`src/rtl/ex_mem_stage_reg.sv`:
```
// ex_mem_stage_reg: EX->MEM pipeline register with valid/ready handshake, flush and optional skid entry
module ex_mem_stage_reg #(
  parameter int DATA_W = 32,
  parameter int REG_W  = 5,
  parameter int MEM_W  = 2,
  parameter int WB_W   = 2,
  parameter int SKID   = 1
) (
  input  logic              clk,
  input  logic              rst_n,
  input  logic              flush,
  input  logic              valid_E,
  output logic              ready_E,
  input  logic [MEM_W-1:0]  MEM_E,
  input  logic [WB_W-1:0]   WB_E,
  input  logic [DATA_W-1:0] ALUOut_E,
  input  logic [DATA_W-1:0] WriteData_E,
  input  logic [REG_W-1:0]  WriteReg_E,
  output logic              valid_M,
  input  logic              ready_M,
  output logic [MEM_W-1:0]  MEM_M,
  output logic [WB_W-1:0]   WB_M,
  output logic [DATA_W-1:0] ALUOut_M,
  output logic [DATA_W-1:0] WriteData_M,
  output logic [REG_W-1:0]  WriteReg_M
);
  localparam int PW = MEM_W + WB_W + 2 * DATA_W + REG_W;
  typedef enum logic [1:0] {ST_EMPTY, ST_FULL, ST_SKID} state_t;
  state_t state, state_n;
  logic [PW-1:0] main_q, skid_q, in_p;
  logic [MEM_W-1:0] mem_q;
  logic [WB_W-1:0] wb_q;
  logic rdy_en, acc, drn, load_main, load_skid, from_skid;
  assign in_p = {MEM_E, WB_E, ALUOut_E, WriteData_E, WriteReg_E};
  assign {mem_q, wb_q, ALUOut_M, WriteData_M, WriteReg_M} = main_q;
  assign valid_M = state != ST_EMPTY;
  assign MEM_M = valid_M ? mem_q : '0;
  assign WB_M = valid_M ? wb_q : '0;
  // rdy_en keeps ready_E low until the first edge after reset
  assign ready_E = rdy_en & ((SKID != 0) ? (state != ST_SKID) : (~valid_M | ready_M));
  assign acc = valid_E & ready_E;
  assign drn = valid_M & ready_M;
  always_comb begin
    state_n = state;
    load_main = 1'b0;
    load_skid = 1'b0;
    from_skid = 1'b0;
    case (state)
      ST_EMPTY: if (acc) begin
        state_n = ST_FULL;
        load_main = 1'b1;
      end
      ST_FULL: if (acc && drn) load_main = 1'b1;
      else if (drn) state_n = ST_EMPTY;
      else if (acc && SKID != 0) begin
        state_n = ST_SKID;
        load_skid = 1'b1;
      end
      ST_SKID: if (drn) begin
        state_n = ST_FULL;
        load_main = 1'b1;
        from_skid = 1'b1;
      end
      default: state_n = ST_EMPTY;
    endcase
    if (flush) begin
      state_n = ST_EMPTY;
      load_main = 1'b0;
      load_skid = 1'b0;
    end
  end
  always_ff @(posedge clk or negedge rst_n) begin
    if (!rst_n) begin
      state <= ST_EMPTY;
      rdy_en <= 1'b0;
      main_q <= '0;
      skid_q <= '0;
    end else begin
      state <= state_n;
      rdy_en <= 1'b1;
      if (load_main) main_q <= from_skid ? skid_q : in_p;
      if (load_skid) skid_q <= in_p;
    end
  end
endmodule

```
`config.mk`:
```
export PLATFORM = sky130hd
export DESIGN_NAME = ex_mem_stage_reg
export DESIGN_NICKNAME = d
export VERILOG_FILES = /design/src/rtl/ex_mem_stage_reg.sv
export SDC_FILE = /design/constraint.sdc
export NUM_CORES = 1
export LEC_CHECK = 0
export CAP_MARGIN = 20
export CELL_PAD_IN_SITES_DETAIL_PLACEMENT = 1
export CELL_PAD_IN_SITES_GLOBAL_PLACEMENT = 1
export CORE_MARGIN = 3
export CORE_UTILIZATION = 43
export DETAILED_ROUTE_END_ITERATION = 7
export GPL_TIMING_DRIVEN = 0
export PLACE_DENSITY_LB_ADDON = 0.1
export SLEW_MARGIN = 20
export SYNTH_ARGS = -nofsm -noshare
export SYNTH_HDL_FRONTEND = slang
export SYNTH_SLANG_ARGS = --single-unit
```
`constraint.sdc`:
```
create_clock -name clk -period 4.8 [get_ports clk]
set_input_delay 1.2 -clock clk [delete_from_list [all_inputs] [get_ports clk]]
set_output_delay 1.2 -clock clk [all_outputs]
set_load 0.03 [all_outputs]
```
# Word-level counts from Yosys, hierarchy flattened
# Index checks and enable logic that the tools add are counted.
# totals
mem_bits_ro	0
input_bits	78
output_inout_bits	75
ff_bits	149
mem_bits_rw	0
latch_bits	0
word_cells	38
mem_count	0
# op_classes
n_eq_ne	7
muxes	20
add_sub_neg	0
n_bitwise	3
n_mul	0
reduce_logical	4
shifts	0
n_div	0
order_cmp	0
# ops
cell	n
$mux 73	1
$mux 2	8
$mux 1	9
$ne 3x3->1 const B	3
$pmux 2 s3	1
$ne 4x4->1 const B	1
$reduce_and 4->1	1
$and 1x1->1	3
$pmux 1 s3	1
$eq 2x1->1 const B	1
$eq 2x2->1 const B	1
$logic_not 2->1	1
$ne 2x2->1 const B	1
$reduce_bool 2->1	1
$logic_and 1x1->1	1

# Logic depth before layout (Yosys ltp)
# logic_depth
ltp_word	8
mapped_depth	8
mapped_depth_nobuf	4

# Least setup slack after synthesis
# Ideal clock, no wire load.
# synth_timing
path_type	input port to flip-flop
start	in valid_E
end	reg skid_q[13]
setup_time_ns	0.125
setup_slack_ns	2.409
path_stages	6
t_arrival_ns	2.266
path_cell_list	nand2_1 > nor2_1 > nand3_1 > clkbuf_1 > buf_2 > mux2_2
# synth_between
elab_chain_len	6
# synth_lines
item	line_no	rtl
start, declared	12	input logic valid_E,
$and 1x1->1 (*)	41	assign acc = valid_E & ready_E;
$mux 1	55	else if (acc && SKID != 0) begin
$mux 1	54	else if (drn) state_n = ST_EMPTY;
$mux 1 (*)	53	ST_FULL: if (acc && drn) load_main = 1'b1;
$mux 1 (*)	48	case (state)
$mux 1 (*)	66	if (flush) begin
end signal, assigned	82	if (load_skid) skid_q <= in_p;
end, declared	30	logic [PW-1:0] main_q, skid_q, in_p;
# Mark *: on every way between the ends. The rest lies on a longest branch, timed or not.
# A chain may end at the register's enable or synchronous reset.

# Final worst setup path
# layout_timing
start	reg state[0]
end	out WB_M[1]
# layout_between
elab_chain_len	2
# layout_lines
item	line_no	rtl
start, declared	29	state_t state, state_n;
start signal, assigned	79	state <= state_n;
$reduce_bool 2->1	36	assign valid_M = state != ST_EMPTY;
$mux 2	38	assign WB_M = valid_M ? wb_q : '0;
end, declared	22	output logic [WB_W-1:0] WB_M,
# Every way passes these cells.

==> results.md <==
- FFs w/ async S/R, synth: 100%
- Syn avg cell area: 12.0 um^2
- Placed insts: 931
- P_int: 3120 uW
- NetSw: 1200 uW
- Final setup violation count: 0
- Most frequent cell after synthesis: dfrtp_1
- Placed Area: 8600 um^2
- CTS buffer count: 17
- Top post-synthesis cells by area: dfrtp_1, mux2_2, mux2i_1, buf_4, nand2_1
- Worst reg-to-reg path cell count: 6
- Core area: 15300 um^2
- Clock skew: 0.00726 ns
- WL final: 17.4 mm
- Vias in the first global route: 5440
- Root Buffer Master: clkbuf_16
- Synthesized area: 6780 um^2
- Final Critical Period: 3.13 ns
- Core Rows: 45
- Met1 WL: 7.25 mm
- R2R Path End: skid_q[39]$_DFFE_PN0P_
- Final Instance Area: 9310 um^2
- Register-to-register setup slack: 2.72 ns
- First-pass DRT Iterations: 4
- Hold_buf cts: 0
- Layout area overhead: 37.2%
- Residual DRC: 0
- Crit end category: primary output
- Post-synthesis sequential area ratio: 55.0%
- Netlist cell types: 25
- Critical Path AT: 1.93 ns
- Worst path cell trace: nor2_1 -> nor2b_1 -> clkdlybuf4s50_1
- EDFF count, synth: 0
- Crit Path Class: reg -> out
- Worst-margin pin slew: 0.622 ns
- Met2 wire length: 9.12 mm
- DIE WIDTH: 132 um
- I/O Pins: 153
- Ant diodes: 0
- Clock share of power: 36.7%
- Clock-pin slew on the worst setup and hold paths: 0.06 ns
- Worst hold path class: reg -> reg
- GPL Wtd Cong: 0.786
- Maximum capacitance violations: 0
- CTS tree: yes
- Yosys warns: 0
- Final hold vios: 0
- Worst-Skew Late Latency: 0.43 ns
- Reg-to-reg startpoint: rdy_en$_DFF_PN0_
- Proportion of netlist area held by the largest area contributor: 55.0%
- Sw Share: 27.8%
- Cell Count, Final, Fillers Out: 963
- Slew headroom: 58.5%
- F_max: 320 MHz
- Nets: 817
- Worst setup endpoint: WB_M[1]
- Max Root-Sink Buffers: 2
- WL met3: 815 um
- DP Wirelength: 11.8 mm
- RSZ-0062 raised after global routing: false
- Final Slew Violations: 0
- Synthesized instance count: 567
- Power Density: 465 nW/um^2
- Flop pwr share: 37.9%
- Total GRT Usage: 20.9%
- FF+latch count, synth: 149
- Area leader, netlist: dfrtp_1
- Layout cell share with drive strength beyond 1: 27.5%
- Initial antenna violation count: 0
- Buffers added on ports: 152
- Die ar.: 17300 um^2
- VDD IR-drop max: 0.000248 V
- Highest Signal Layer: met4
- Starting Density: 44.3%
- Final period utilization: 65.1%
- Worst slack, placed: 1.42 ns
- Grt ovf: 0
- Main flop type after synthesis: dfrtp_1
- Via/cell ratio: 4.93
- Crit. Startpoint: state[0]$_DFFE_PN0P_
- Post-synth top cells: dfrtp_1, nand2_1, mux2_2, mux2i_1, buf_4
- Gate power share: 25.4%
- Global-route wire length before repair: 28.6 mm
- Leakage: 0.00419 uW
- Final worst slack: 1.67 ns
- Critical Path RT: 3.60 ns
- Num Clock Sinks: 149
- H-Tree Depth: 4
- Outcome: finished clean
- Routed len/inst: 18.1 um
- Post-Syn Nets: 645
- Worst Path Max Fanout: 7
- Slowest CP cell: clkdlybuf4s50_1
- Post-CTS Resized: 0
- Largest net degree at the start of global routing: 89
- 1st-iter DRT viols: 183
- DIE HEIGHT: 132 um
- Setup Fix Bufs, Post-CTS: 0
- DR vias: 4750
- Post-detailed-route count of antenna-violating nets: 0
- Type of origin of the critical path: flip-flop
- CP peak stage delay: 0.61 ns
==> placed cells by master, fill, tap and decap left out, types with 2 or more instances in the layout <==
| master | netlist | final |
|---|---|---|
| buf_6 | 5 | 5 |
| buf_4 | 71 | 71 |
| mux2_2 | 73 | 73 |
| clkbuf_2 | 4 | 4 |
| o21ai_0 | 50 | 50 |
| clkinv_2 | 0 | 2 |
| and3b_1 | 2 | 2 |
| clkbuf_1 | 3 | 3 |
| dfrtp_1 | 149 | 149 |
| clkdlybuf4s50_1 | 0 | 151 |
| clkbuf_16 | 0 | 17 |
| clkbuf_8 | 0 | 2 |
| inv_1 | 2 | 2 |
| nand2_1 | 74 | 74 |
| clkinvlp_4 | 0 | 3 |
| nor2b_1 | 4 | 4 |
| bufinv_16 | 0 | 7 |
| nor2_1 | 5 | 5 |
| o21ai_1 | 23 | 23 |
| buf_2 | 19 | 19 |
| mux2i_1 | 73 | 73 |
==> flip-flops by register name (all words and copies together) (netlist names) <==
register / cells
main_q: 73
state: 2
skid_q: 73
rdy_en: 1
==> per-layer routing <==
| layer | vias to the layer above | global-route usage [%] |
|---|---|---|
| met5 | - | 0 |
| met4 | 0 | 6.07 |
| met3 | 19 | 6.39 |
| met2 | 118 | 36.4 |
| met1 | 2407 | 25.1 |
| li1 | 2206 | - |
==> power by group through the flow <==
| stage | combinational (uW) | clock, uW | sequential, uW |
|---|---|---|---|
| CTS | 1120 | 1620 | 1640 |
| detailed placement | 1100 | 0 | 1660 |
| global route | 1180 | 1680 | 1670 |
| global placement | 1060 | 0 | 1630 |
| finish | 1100 | 1590 | 1640 |
| floorplan | 686 | 0 | 1610 |
==> cell type report <==
class / instances / area (um^2)
tap: 211 / 264
buffer: 102 / 716
clock inverter: 13 / 251
timing repair buffer: 153 / 1550
multi-input combinational: 314 / 2330
clock buffer: 19 / 453
sequential: 149 / 3730
inverter: 2 / 7.51
fill: 1586 / 6010
==> cell families (layout without fill, tap and decap cells) <==
family                 count (synthesis)  count (layout)  share of synthesized area, %
AOI/OAI and AO/OA                     77              77                          5.87
muxes                                146             146                          22.9
other                                  1               1                        0.0553
DFF                                  149             149                          55.0
buffers and inverters                104             289                          10.7
and+or+nand+nor                       90              90                          5.55
==> critical path, delay by kind of cell (launching register included) <==
kind,cells,cell delay (ns)
AND/OR/NAND/NOR,2,0.44
flip-flops,1,0.44
buffers and inverters,1,0.61
==> how the worst min path moves through the flow <==
stage	startpoint	endpoint	slack [ns]	depth (start not counted)
after detailed placement	main_q[64]$_DFFE_PN0P_	main_q[64]$_DFFE_PN0P_	0.48	2
after global routing	skid_q[24]$_DFFE_PN0P_	skid_q[24]$_DFFE_PN0P_	0.52	1
after global placement	main_q[71]$_DFFE_PN0P_	main_q[71]$_DFFE_PN0P_	0.46	2
after CTS	main_q[21]$_DFFE_PN0P_	main_q[21]$_DFFE_PN0P_	0.49	2
after floorplan	main_q[69]$_DFFE_PN0P_	main_q[69]$_DFFE_PN0P_	0.44	2
final	main_q[21]$_DFFE_PN0P_	main_q[21]$_DFFE_PN0P_	0.48	2
==> metrics by stage <==
step                TNS, ns  total power, uW  utilization [%]  hold slack, ns
floorplan                 0             2300                -           0.442
global placement    -521.46             2700             55.9           0.460
detailed placement        0             2760             56.2           0.476
CTS                       0             4380             60.8           0.490
global route              0             4530             60.8           0.515
finish                    0             4330             60.8           0.483
Power figures use the tool's default switching activity.
